==> src/rtl/fec_dscr_xcode.sv <==
// ---------------------------------------------------------------------------
// fec_dscr_xcode
//
// Sits behind the FEC correction stage. Each corrected 65-bit transcoded
// block is converted back to a 66-bit block: the transcode bit becomes a
// 2-bit sync header, and the 64-bit payload is self-synchronously
// descrambled with x^58 + x^39 + 1. Control blocks whose descrambled
// block-type byte is not a legal type are counted and, optionally,
// replaced by an error block.
//
// Ports
//   CLK        in   block clock
//   RST        in   asynchronous active-high reset
//   FEC_LOCK   in   FEC lock status; low flushes descrambler state
//   C_BLK_ENA  in   corrected block valid (low on CRC / gap cycles)
//   C_BLK      in   [64] transcode bit (1 = data), [63:0] scrambled payload,
//                   bit 0 first in time
//   D_BLK_ENA  out  output block valid, one clock after the input block
//   D_BLK      out  [65:64] sync header, [63:0] descrambled payload;
//                   holds its last value while D_BLK_ENA is low
//   DSCR_SYNC  out  descrambler state primed (sync FSM in RUN)
//   CNT_CLR    in   single-cycle clear of ERR_CNT
//   ERR_CNT    out  saturating count of invalid control blocks
//
// Handshake: there is no back-pressure. A block is transferred on every
// clock where its ENA is high; ENA low means the data lines carry nothing.
// ---------------------------------------------------------------------------
module fec_dscr_xcode #(
    parameter bit DSCR_EN   = 1'b1,
    parameter bit ERR_SUBST = 1'b1,
    parameter int CNT_W     = 16
) (
    input  logic             CLK,
    input  logic             RST,
    input  logic             FEC_LOCK,
    input  logic             C_BLK_ENA,
    input  logic [64:0]      C_BLK,
    output logic             D_BLK_ENA,
    output logic [65:0]      D_BLK,
    output logic             DSCR_SYNC,
    input  logic             CNT_CLR,
    output logic [CNT_W-1:0] ERR_CNT
);

    typedef enum logic [1:0] {
        ST_FLUSH = 2'd0,
        ST_PRIME = 2'd1,
        ST_RUN   = 2'd2
    } sync_state_t;

    localparam logic [CNT_W-1:0] CNT_ONE  = {{(CNT_W-1){1'b0}}, 1'b1};
    localparam logic [63:0]      ERR_BLK  = {{8{7'h1E}}, 8'h1E};

    sync_state_t      state_q, state_d;
    logic [57:0]      s_q, s_d;          // s_q[0] = most recent scrambled bit
    logic             ena_q, ena_d;
    logic [65:0]      blk_q, blk_d;
    logic [CNT_W-1:0] cnt_q, cnt_d;

    logic [63:0]      tap39, tap58;
    logic [63:0]      dscr;
    logic [63:0]      payload;
    logic [63:0]      out_payload;
    logic [57:0]      s_next;
    logic [1:0]       header;
    logic             is_ctrl;
    logic             type_ok;
    logic             invalid;
    logic             emit;
    logic             cnt_inc;

    // Legal control block-type bytes.
    function automatic logic legal_type(input logic [7:0] t);
        case (t)
            8'h1E, 8'h2D, 8'h33, 8'h66, 8'h55, 8'h78, 8'h4B, 8'h87,
            8'h99, 8'hAA, 8'hB4, 8'hCC, 8'hD2, 8'hE1, 8'hFF: legal_type = 1'b1;
            default:                                         legal_type = 1'b0;
        endcase
    endfunction

    // Parallel form of the serial descrambler. Tap d bits back from bit i is
    // the stored state for i < d, otherwise an earlier bit of this block.
    always_comb begin
        tap39 = '0;
        tap58 = '0;
        for (int i = 0; i < 39; i++) tap39[i] = s_q[38-i];
        for (int i = 39; i < 64; i++) tap39[i] = C_BLK[i-39];
        for (int i = 0; i < 58; i++) tap58[i] = s_q[57-i];
        for (int i = 58; i < 64; i++) tap58[i] = C_BLK[i-58];
        dscr = C_BLK[63:0] ^ tap39 ^ tap58;

        // The last bit in time (bit 63) becomes the most recent state bit.
        s_next = '0;
        for (int k = 0; k < 58; k++) s_next[k] = C_BLK[63-k];
    end

    always_comb begin
        payload     = DSCR_EN ? dscr : C_BLK[63:0];
        is_ctrl     = ~C_BLK[64];
        header      = C_BLK[64] ? 2'b01 : 2'b10;
        type_ok     = legal_type(payload[7:0]);
        invalid     = is_ctrl & ~type_ok;
        out_payload = (invalid && ERR_SUBST) ? ERR_BLK : payload;
    end

    // Sync FSM and descrambler state update.
    always_comb begin
        state_d = state_q;
        s_d     = s_q;
        emit    = 1'b0;
        if (!FEC_LOCK) begin
            state_d = ST_FLUSH;
            s_d     = '0;
        end else begin
            case (state_q)
                ST_FLUSH: begin
                    s_d     = '0;
                    state_d = ST_PRIME;
                end
                ST_PRIME: begin
                    // First block only seeds the state; its output would be garbage.
                    if (C_BLK_ENA) begin
                        s_d     = s_next;
                        state_d = ST_RUN;
                    end
                end
                ST_RUN: begin
                    if (C_BLK_ENA) begin
                        s_d  = s_next;
                        emit = 1'b1;
                    end
                end
                default: begin
                    state_d = ST_FLUSH;
                    s_d     = '0;
                end
            endcase
        end
    end

    always_comb begin
        ena_d   = emit;
        blk_d   = emit ? {header, out_payload} : blk_q;
        cnt_inc = emit & invalid;
        cnt_d   = cnt_q;
        if (CNT_CLR) begin
            cnt_d = cnt_inc ? CNT_ONE : '0;
        end else if (cnt_inc && !(&cnt_q)) begin
            cnt_d = cnt_q + CNT_ONE;
        end
    end

    always_ff @(posedge CLK or posedge RST) begin
        if (RST) begin
            state_q <= ST_FLUSH;
            s_q     <= '0;
            ena_q   <= 1'b0;
            blk_q   <= '0;
            cnt_q   <= '0;
        end else begin
            state_q <= state_d;
            s_q     <= s_d;
            ena_q   <= ena_d;
            blk_q   <= blk_d;
            cnt_q   <= cnt_d;
        end
    end

    assign D_BLK_ENA = ena_q;
    assign D_BLK     = blk_q;
    assign DSCR_SYNC = (state_q == ST_RUN);
    assign ERR_CNT   = cnt_q;

endmodule

==> config.mk <==
export PLATFORM = sky130hd
export DESIGN_NAME = fec_dscr_xcode
export DESIGN_NICKNAME = d
export VERILOG_FILES = /design/src/rtl/fec_dscr_xcode.sv
export SDC_FILE = /design/constraint.sdc
export NUM_CORES = 1
export LEC_CHECK = 0
export ABC_AREA = 1
export CAP_MARGIN = 5
export CORE_MARGIN = 2
export CORE_UTILIZATION = 46
export DETAILED_ROUTE_END_ITERATION = 7
export PLACE_DENSITY = 0.72
export SLEW_MARGIN = 20
export SYNTH_ARGS = -nofsm -noshare
export SYNTH_HDL_FRONTEND = slang
export SYNTH_SLANG_ARGS = --single-unit
==> constraint.sdc <==
create_clock -name CLK -period 5.9 [get_ports CLK]
set_input_delay 1.18 -clock CLK [delete_from_list [all_inputs] [get_ports CLK]]
set_output_delay 1.18 -clock CLK [all_outputs]
set_load 0.1 [all_outputs]
; Word-level counts from Yosys, hierarchy flattened
; Cells that the tools add are included.
; Widths: inputs -> output; s select.
[word_totals]
register_bits = 143
inputBits = 70
out_inout_bits = 84
wordCells = 55
[classes]
add_sub_neg = 1
n_eq_ne = 20
n_mux = 15
bitwise = 6
n_reduce_logical = 8
[ops]
columns = operator, count
row1 = $mux 58, 3
row2 = $xor 64x64->64, 2
row3 = $eq 8x8->1 const B, 8
row4 = $mux 64, 1
row5 = $eq 8x7->1 const B, 4
row6 = $mux 16, 2
row7 = $add 16x1->16 const B, 1
row8 = $eq 8x6->1 const B, 2
row9 = $reduce_and 16->1, 1
row10 = $reduce_or 15->1, 1
row11 = $eq 8x5->1 const B, 1
row12 = $mux 2, 3
row13 = $pmux 2 s3, 1
row14 = $mux 1, 5
row15 = $ne 3x2->1 const B, 1
row16 = $ne 3x3->1 const B, 1
row17 = $and 1x1->1, 2
row18 = $eq 2x1->1 const B, 1
row19 = $eq 2x2->1 const B, 1
row20 = $logic_not 2->1, 1
row21 = $ne 2x2->1 const B, 1
row22 = $not 1->1, 2
row23 = $reduce_and 2->1, 1
row24 = $reduce_bool 2->1, 1
row25 = 3 further kinds, 3

; Logic depth before layout (Yosys ltp)
[depth]
ltp_word = 11
ltp_mapped = 17

; Worst setup path after synthesis
; No wires, ideal clock.
[synth_path]
kind = reg-to-reg
startpoint = register cnt_q[1] (netlist: ERR_CNT[1])
endpoint = register cnt_q[6] (netlist: ERR_CNT[6])
arrival_time_ns = 2.608
t_required_ns = 5.779
setup_slack_ns = 3.171
stages_incl_launch_ff = 12
cell_sequence = dfrtp_1 -> ha_1 -> nand3_1 -> nor2_1 -> nand4_1 -> nor3_1 -> nand3_1 -> nand4_4 -> nand2_4 -> buf_6 -> nand2_1 -> nand2_1
[synth_via]
elab_chain_len = 4
[synth_lines]
columns = element, line
row1 = start: declaration, 58  ; logic [CNT_W-1:0] cnt_q, cnt_d;
row2 = start signal: assignment, 165  ; cnt_q <= cnt_d;
row3 = branches (longest 4 deep; another with $add 16x1->16), --
; Parallel ways; which one is timed is not known. The select of a mux whose other input is x is not followed.
; A chain may end at the register's enable or synchronous reset.

; Worst setup path after layout
[layout_path]
startpoint = input port FEC_LOCK
endpoint = register blk_q[64] (netlist: D_BLK[64])
[layout_via]
elab_chain_len = 1
[layout_lines]
columns = element, line
row1 = start: declaration, 35  ; input logic FEC_LOCK,
row2 = $mux 1, 111  ; if (!FEC_LOCK) begin
row3 = end signal: assignment, 164  ; blk_q <= blk_d;
row4 = end: declaration, 57  ; logic [65:0] blk_q, blk_d;
; No other way between the ends.

==> results.json <==
{
  "run_status": "complete, no violations",
  "timing.critical_path.from_type": "primary input",
  "detailedPlacementHpwl_um": 13600,
  "worst_hold_path_type": "register to register",
  "detailroute.via_count": 6374,
  "worstSetupEndpointType": "register",
  "mappedNetlistArea_um2": 7560,
  "critical_path_peak_fanout": 38,
  "nets": 1106,
  "antenna_found_initial": 0,
  "maximum_resistive_drop_on_vdd_mv": 0.473,
  "synth-edff-count": 0,
  "setup_clock_skew_after_layout_ps": 9.03,
  "finalInstanceArea_um2": 9860,
  "synth_seq_area_share": 0.474,
  "gr-usage-all-layers": 0.234,
  "pin_count": 154,
  "dr.pass1.iters": 5,
  "worstSkewPairLatency_ps": 430,
  "leading_cell_type_in_the_layout_fill_and_taps_excluded": "nand2_1",
  "maxSlewHeadroom": 0.328,
  "routed_wire_per_std_cell_um": 15.8,
  "clock_slew_at_the_register_clock_pins_of_the_worst_setup_and_hold_paths_ps": 60,
  "ant_nets": 0,
  "first_global_vias": 6096,
  "postPlaceCellArea_um2": 9240,
  "yosys_most_used_dff": "dfrtp_1",
  "initial_utilization": 0.474,
  "power_switching_share": 0.515,
  "route.detailed.drc": 0,
  "viasPerCell": 5.06,
  "post-cts-setup-buffer-count": 0,
  "first_pass_grt_wire_length_um": 32300,
  "power_per_cell_area_nw_per_um2": 560,
  "grt_setup_unrepaired": "false",
  "post-synth-top-area-cell": "dfrtp_1",
  "finalCoreUtilization": 0.618,
  "gp_congestion": 0.851,
  "clockPowerShare": 0.195,
  "setup_viol": 0,
  "fmax_ghz": 0.290,
  "synth_async_sr_flop_share": 1.00,
  "wl_um": 19800,
  "core_region_area_um2": 15900,
  "final_cell_mix": "nand2_1, clkdlybuf4s50_1, dfrtp_1",
  "synth_top_cells_by_area": "dfrtp_1, nand2_1, xnor2_1, xor2_1, a21oi_1",
  "synthesis.yosys.warnings": 0,
  "antenna_cells_inserted": 0,
  "sinks_on_clock_net": 143,
  "clock_tree.buffer_depth": 2,
  "first_iter_violations": 511,
  "final-max-slew-violation-count": 0,
  "mappedNetlistNets": 964,
  "root_buffer_selected_by_cts": "clkbuf_16",
  "finalHoldViolations": 0,
  "actual_transition_at_the_worst_max_transition_pin_ps": 1010,
  "cts_tree": "yes",
  "worst_ep_arrival_time_ps": 3770,
  "post_synth_num_cell_types": 33,
  "die-width_um": 132,
  "cts_inserted_buffers": 17,
  "flops_latches_synth": 143,
  "max-cap-violations": 0,
  "worstSetupPathType": "primary input to register",
  "layout_worst_path_cycle_share": 0.584,
  "p_leak_nw": 4.25,
  "ff2ff_setup_slack_ps": 3100,
  "fin_tns_setup_ps": 0,
  "grt_remaining_overflow": 0,
  "synth_largest_type_area_fraction": 0.474,
  "htreeDepth": 4,
  "synthesis.area_per_instance_um2": 8.50,
  "worst_ep_required_time_ps": 6220,
  "pwr-share-comb": 0.541,
  "number_of_buffers_added_to_fix_hold_violations_after_cts": 0,
  "netlist_instances": 889,
  "seq_power_share": 0.263,
  "fin_crit_ps": 3440,
  "core.rowCount": 46,
  "p_switching_mw": 2.84,
  "internal_power_mw": 2.68,
  "grt_start_max_net_pins": 109,
  "layout-drive-gt1-share": 0.0891,
  "io_buffers": 153,
  "nFillCells": 1344,
  "die_height_um": 132,
  "area.growth.synth_to_final_pct": 30.5,
  "post_cts_resized": 0,
  "dieArea_um2": 17500
}
layer usage:
metal	global-route usage	vias to the layer above	routed length (um)
met5	0	-	0
met3	0.0488	16	1250
met2	0.348	206	8890
met4	0.0610	0	241
met1	0.349	3031	9470
li1	-	3121	-
state kept, by name (all words and copies together) (netlist names):
signal     cells
D_BLK_ENA      1
D_BLK         66
state_q        2
ERR_CNT       16
s_q           58
kinds of logic (layout without fill, tap and decap cells):
logic type | count (synthesis) | count (layout) | share of synthesized area
flip-flops | 143 | 143 | 0.474
XOR/XNOR | 118 | 118 | 0.137
adder cells (fa/ha/maj) | 5 | 5 | 0.00828
buffers and inverters | 91 | 246 | 0.0490
AO/OA/AOI/OAI | 137 | 137 | 0.107
AND/OR/NAND/NOR | 395 | 395 | 0.225
path summary, 6_finish.rpt:
path	startpoint	end	cells after the start
max	FEC_LOCK	D_BLK[64]	8
min	D_BLK[41]	D_BLK[41]	2
max reg2reg	state_q[0]	D_BLK[64]	9
min reg2reg	D_BLK[41]	D_BLK[41]	2
max in group asynchronous	RST	s_q[48]	4
min in group asynchronous	RST	ERR_CNT[9]	2
through the flow:
stage | power (mW) | std cells | hold slack [ps] | setup WS [ps]
2_1_floorplan | 3.72 | 889 | 522 | 882
3_3_place_gp | 4.42 | 1227 | 468 | 2070
3_5_place_dp | 4.45 | 1227 | 474 | 2010
4_1_cts | 5.54 | 1259 | 488 | 2430
5_1_grt | 5.74 | 1260 | 507 | 2210
6_report | 5.52 | 1260 | 490 | 2460
cells in the mapped netlist, types with 2 or more instances:
cell	count
nand3_1	47
nand2_2	7
a21oi_1	51
a211oi_1	15
o21a_1	33
dfrtp_1	143
buf_2	5
o21ai_0	18
clkbuf_1	24
buf_1	2
inv_1	45
ha_1	5
o21ai_1	18
nand2_1	242
or2_2	32
nand4_1	2
clkinv_1	2
nor2_1	52
nand2_4	2
xor2_1	31
nor3_1	6
inv_2	8
buf_4	3
xnor2_1	87
power groups by stage:
stage	Sequential, mW	Clock (mW)	Combinational (mW)
global placement	1.46	0	2.96
floorplan	3.04	0	0.681
finish	1.45	1.08	2.99
global route	1.49	1.13	3.12
CTS	1.45	1.09	3.00
detailed placement	1.46	0	2.99
cell type report:
class | count | area, um2 | share of cell area
Timing Repair Buffer | 159 | 1590 | 0.161
Inverter | 55 | 211 | 0.0214
Clock buffer | 20 | 457 | 0.0463
Multi-Input combinational cell | 655 | 3610 | 0.367
Sequential cell | 143 | 3580 | 0.363
Tap cell | 216 | 270 | 0.0274
Clock inverter | 12 | 135 | 0.0137
worst max-delay path: stages:
cell,delay (ps)
clkdlybuf4s50_1,540
inv_1,90
nor3_2,180
buf_4,410
clkinv_1,870
nor2_1,300
inv_1,80
o21a_1,100
No activity file was read; power rests on OpenSTA's default activity.
==> edit 1 (same flow settings) <==
The 3 states of `sync_state_t` get a one-hot encoding in 3 bits.
--- a/src/rtl/fec_dscr_xcode.sv
+++ b/src/rtl/fec_dscr_xcode.sv
@@ -42,10 +42,10 @@
     output logic [CNT_W-1:0] ERR_CNT
 );
 
-    typedef enum logic [1:0] {
-        ST_FLUSH = 2'd0,
-        ST_PRIME = 2'd1,
-        ST_RUN   = 2'd2
+    typedef enum logic [2:0] {
+        ST_FLUSH = 3'b001,
+        ST_PRIME = 3'b010,
+        ST_RUN   = 3'b100
     } sync_state_t;
 
     localparam logic [CNT_W-1:0] CNT_ONE  = {{(CNT_W-1){1'b0}}, 1'b1};
Check against the original RTL: no difference found for any inputs over 4 cycles, from zero or initial values and one cycle with RST high; so few cycles prove little.
==> edit 1 against the unedited design <==
Critical path depth is 7 higher; synthesized cell count is 5.5% higher; power is 24% lower; count of clock-buffer cells in the layout stayed put; cell count is 3.0% higher; first-iteration DRC count is 1.2% higher; wire length is 7.0% higher; largest power group unchanged; sequential cell count is 1 higher; register-to-register slack hardly changed; fmax is 8.2% lower; largest cell class unchanged; worst setup slack worse by 0.31 ns; final area is 2.0% higher; via count is 6.1% higher; area after synthesis is 2.8% higher.
==> edit 1: results (changes against the unedited design) <==
dominant cells by area after synthesis dfrtp_1 46%, nand2_1 14%, xnor2_1 9.4%, nand3_1 6.6%, xor2_1 3.8% (was dfrtp_1 47%, nand2_1 12%, xnor2_1 10%, xor2_1 3.6%, a21oi_1 3.4%); HP Class reg2reg (unchanged); Crit path largest cell delay 0.67 ns (was 0.87 ns); GRT Util Overall 24.6% (was 23.4%); final clock skew 0.00720 ns (was 0.00903 ns); DP HPWL 15.0 mm (was 13.6 mm); Commonest cells post-synth 281 x nand2_1, 143 x dfrtp_1, 102 x nand3_1, 83 x xnor2_1, 58 x a21oi_1 (was 242 x nand2_1, 143 x dfrtp_1, 87 x xnor2_1, 52 x nor2_1, 51 x a21oi_1); first-pass GRT wire length 34.4 mm (was 32.3 mm); drt first pass iters 7 (was 5); sequential area share after synthesis 46.4% (was 47.4%); post-DR wirelength/cell 16.4 µm (was 15.8 µm); DRT Wirelength 21.2 mm (was 19.8 mm); largest net degree at the start of global routing 104 (was 109); slowest cell on the critical path nor2_4 (was clkinv_1); RePlAce Congestion 0.908 (was 0.851); drt initial violations 517 (was 511); outcome complete, no violations (unchanged); CP arrival 4.11 ns (was 3.77 ns); Via density 5.21 (was 5.06); CP max FO 35 (was 38); Ys Warns 0 (unchanged); postcts setup bufs 0 (unchanged); vias in the first global route 6596 (was 6096); DP Worst Slack 1.73 ns (was 2.01 ns); placed cells 1267 (was 1227); leak pwr 4.40 nW (was 4.25 nW); fillers 1463 (was 1344); Worst-Margin Slew 1.01 ns (about the same); Clk Latency, worst-skew pair roughly 0.42 ns; final net count 1138 (was 1106); Post-Syn Nets 1009 (was 964); post-synthesis cell count 938 (was 889)
==> edit 1: worst paths after layout <==
path / to / cells past startpoint / slack, ns / startpoint
max: ERR_CNT[3]$_DFFE_PP0P_ / 15 / 2.15 / C_BLK[2]
min: D_BLK[47]$_DFFE_PP0P_ / 2 / 0.48 / D_BLK[47]$_DFFE_PP0P_
max reg2reg: ERR_CNT[3]$_DFFE_PP0P_ / 14 / 3.10 / s_q[36]$_DFFE_PP0P_
min reg2reg: D_BLK[47]$_DFFE_PP0P_ / 2 / 0.48 / D_BLK[47]$_DFFE_PP0P_
max in group asynchronous: D_BLK[46]$_DFFE_PP0P_ / 3 / 3.45 / RST
min in group asynchronous: D_BLK_ENA$_DFF_PP0_ / 2 / 1.34 / RST
==> edit 1: stage by stage <==
step	power [mW]	cell area (µm²)	hold slack, ns	utilization (%)
CTS	4.22	10000	0.482	60.7
global route	4.36	10100	0.501	60.8
floorplan	2.59	7760	0.513	-
global placement	3.04	9390	0.465	56.8
finish	4.20	10100	0.479	60.8
detailed placement	3.05	9390	0.467	56.8
==> edit 1: cell type report <==
type                            count  share of cell area (%)
Clock buffer                       20                    4.44
Clock inverter                     10                    1.83
Inverter                           44                    1.69
Multi-Input combinational cell    698                    37.4
Sequential cell                   144                    35.9
Tap cell                          220                    2.74
Timing Repair Buffer              162                    16.0
==> edit 1: metal layers <==
metal	vias up	track usage [%]	routed length (µm)
met3	30	4.16	1010
met1	3218	34.3	9630
met5	-	0	0
met4	0	8.92	512
li1	3308	-	-
met2	206	39.1	10100
==> edit 1: kinds of logic after synthesis <==
family | synth area share (%)
AND/OR/NAND/NOR | 24.7
adder cells (fa/ha/maj) | 0.161
XOR/XNOR | 13.2
flip-flops | 46.4
AO/OA/AOI/OAI | 10.2
buffers and inverters | 5.37
==> edit 1: worst max-delay path: cells and delay by family <==
kind | cells | cell delay, ns
simple gates | 13 | 2.20
buf+inv | 2 | 0.71
==> edit 1: where the power goes <==
group | switching (mW) | internal, mW | leakage (nW)
Sequential | 0.0993 | 1.15 | 1.95
Combinational | 1.37 | 0.413 | 2.15
Clock | 0.412 | 0.756 | 0.302
==> edit 2 (same flow settings) <==
Made on the original files. The parameter `CNT_W` goes from 16 to 18.
--- a/src/rtl/fec_dscr_xcode.sv
+++ b/src/rtl/fec_dscr_xcode.sv
@@ -28,7 +28,7 @@
 module fec_dscr_xcode #(
     parameter bit DSCR_EN   = 1'b1,
     parameter bit ERR_SUBST = 1'b1,
-    parameter int CNT_W     = 16
+    parameter int CNT_W     = 18
 ) (
     input  logic             CLK,
     input  logic             RST,
Interface: changed (resized ERR_CNT); port bits go from 154 to 156. The function was not compared with the original's and may differ.
==> edit 2 against the unedited design <==
Worst setup slack improved by 0.0034 ns; final area is 2.1% higher; power rose by 1.2%; fmax is essentially flat; clock skew is 0.0016 ns higher; non-clock buffer count rose by 1; wire length grew 4.1%; area after synthesis rose by 2.5%; sequential cell count rose by 2; register-to-register slack gained 0.44 ns; critical endpoint is now DSCR_SYNC; largest cell class unchanged; largest power group unchanged; highest routed layer unchanged.
==> edit 2: results (changes against the unedited design) <==
outcome complete, no violations (unchanged); met1 GRT Util 33.5% (was 34.9%); hold_ws 0.480 ns (was 0.490 ns); Int Power 2.74 mW (was 2.68 mW); Worst Hold Path EP D_BLK[48]$_DFFE_PP0P_ (was D_BLK[41]$_DFFE_PP0P_); dominant cells by area after synthesis dfrtp_1 47%, nand2_1 12%, xnor2_1 9.7%, xor2_1 4.1%, a21oi_1 3.4% (was dfrtp_1 47%, nand2_1 12%, xnor2_1 10%, xor2_1 3.6%, a21oi_1 3.4%); leak pwr 4.36 nW (was 4.25 nW); library cells used by synthesis 37 (was 33); met1 wire length 9.53 mm (was 9.47 mm); Crit path largest cell delay 1.14 ns (was 0.87 ns); Worst-Margin Slew 1.08 ns (was 1.01 ns); drt initial violations 519 (was 511); GRT met3 Usage 4.91% (was 4.88%); FF-to-FF path depth 13 (was 9); PortBufs 155 (was 153); hold_sp D_BLK[48]$_DFFE_PP0P_ (was D_BLK[41]$_DFFE_PP0P_); slowest cell on the critical path clkdlybuf4s50_1 (was clkinv_1); CLK BUF 23 (was 20); Synth Register Bits 145 (was 143); met3 WL post-DR 986 µm (was 1.25 mm); Post-DP Area 9460 µm² (was 9240 µm²); first-pass GRT wire length 33.6 mm (was 32.3 mm); n_diodes 1 (was 0); Non-Filler Instances 1284 (was 1260); largest net degree at the start of global routing 105 (was 109); layout cell share with drive strength beyond 1 9.03% (was 8.91%); Signal buf overhead 15.7% (was 16.1%); Worst IR Drop VDD 0.381 mV (was 0.473 mV); final net count 1126 (was 1106); Post-Syn Nets 984 (was 964); Setup crit start state_q[0]$_DFFE_PP0P_ (was FEC_LOCK); initial antenna violation count 1 (was 0); synthesis-to-finish area growth 29.9% (was 30.5%); crit path capture DSCR_SYNC (was D_BLK[64]$_DFFE_PP0P_); area of the multi-input gates 3760 µm² (was 3610 µm²); count of multi-input gates 672 (was 655); DP Worst Slack 2.21 ns (was 2.01 ns); R2R Setup Slk 3.54 ns (was 3.10 ns); Seq area share 36.1% (was 36.3%); DRT Wirelength 20.7 mm (was 19.8 mm); GR Util met2 36.9% (was 34.8%); DP HPWL 14.0 mm (was 13.6 mm); CP max FO 3 (was 38); final setup margin 2.46 ns (about the same)
==> edit 2: cell types whose count changed after synthesis, sizes merged, moves of 2 or more <==
| cell | unedited run | this run |
|---|---|---|
| nand4 | 3 | 5 |
| clkinv | 2 | 0 |
| nor2 | 54 | 59 |
| dfrtp | 143 | 145 |
| nand2 | 251 | 259 |
| buf | 11 | 17 |
| inv | 53 | 55 |
| o21ai | 36 | 32 |
| nor3 | 6 | 8 |
| clkbuf | 25 | 20 |
| xor2 | 31 | 36 |
==> edit 2: cells by family (layout without fill, tap and decap cells) <==
family          after synthesis  in the layout  synth area share, %
fa+ha+maj                     5              5                0.807
other cells                   0              1                    0
simple gates                413            413                 23.8
compound gates              132            132                 10.1
flops                       145            145                 46.8
xor+xnor                    122            122                 13.8
buf+inv                      92            246                 4.72
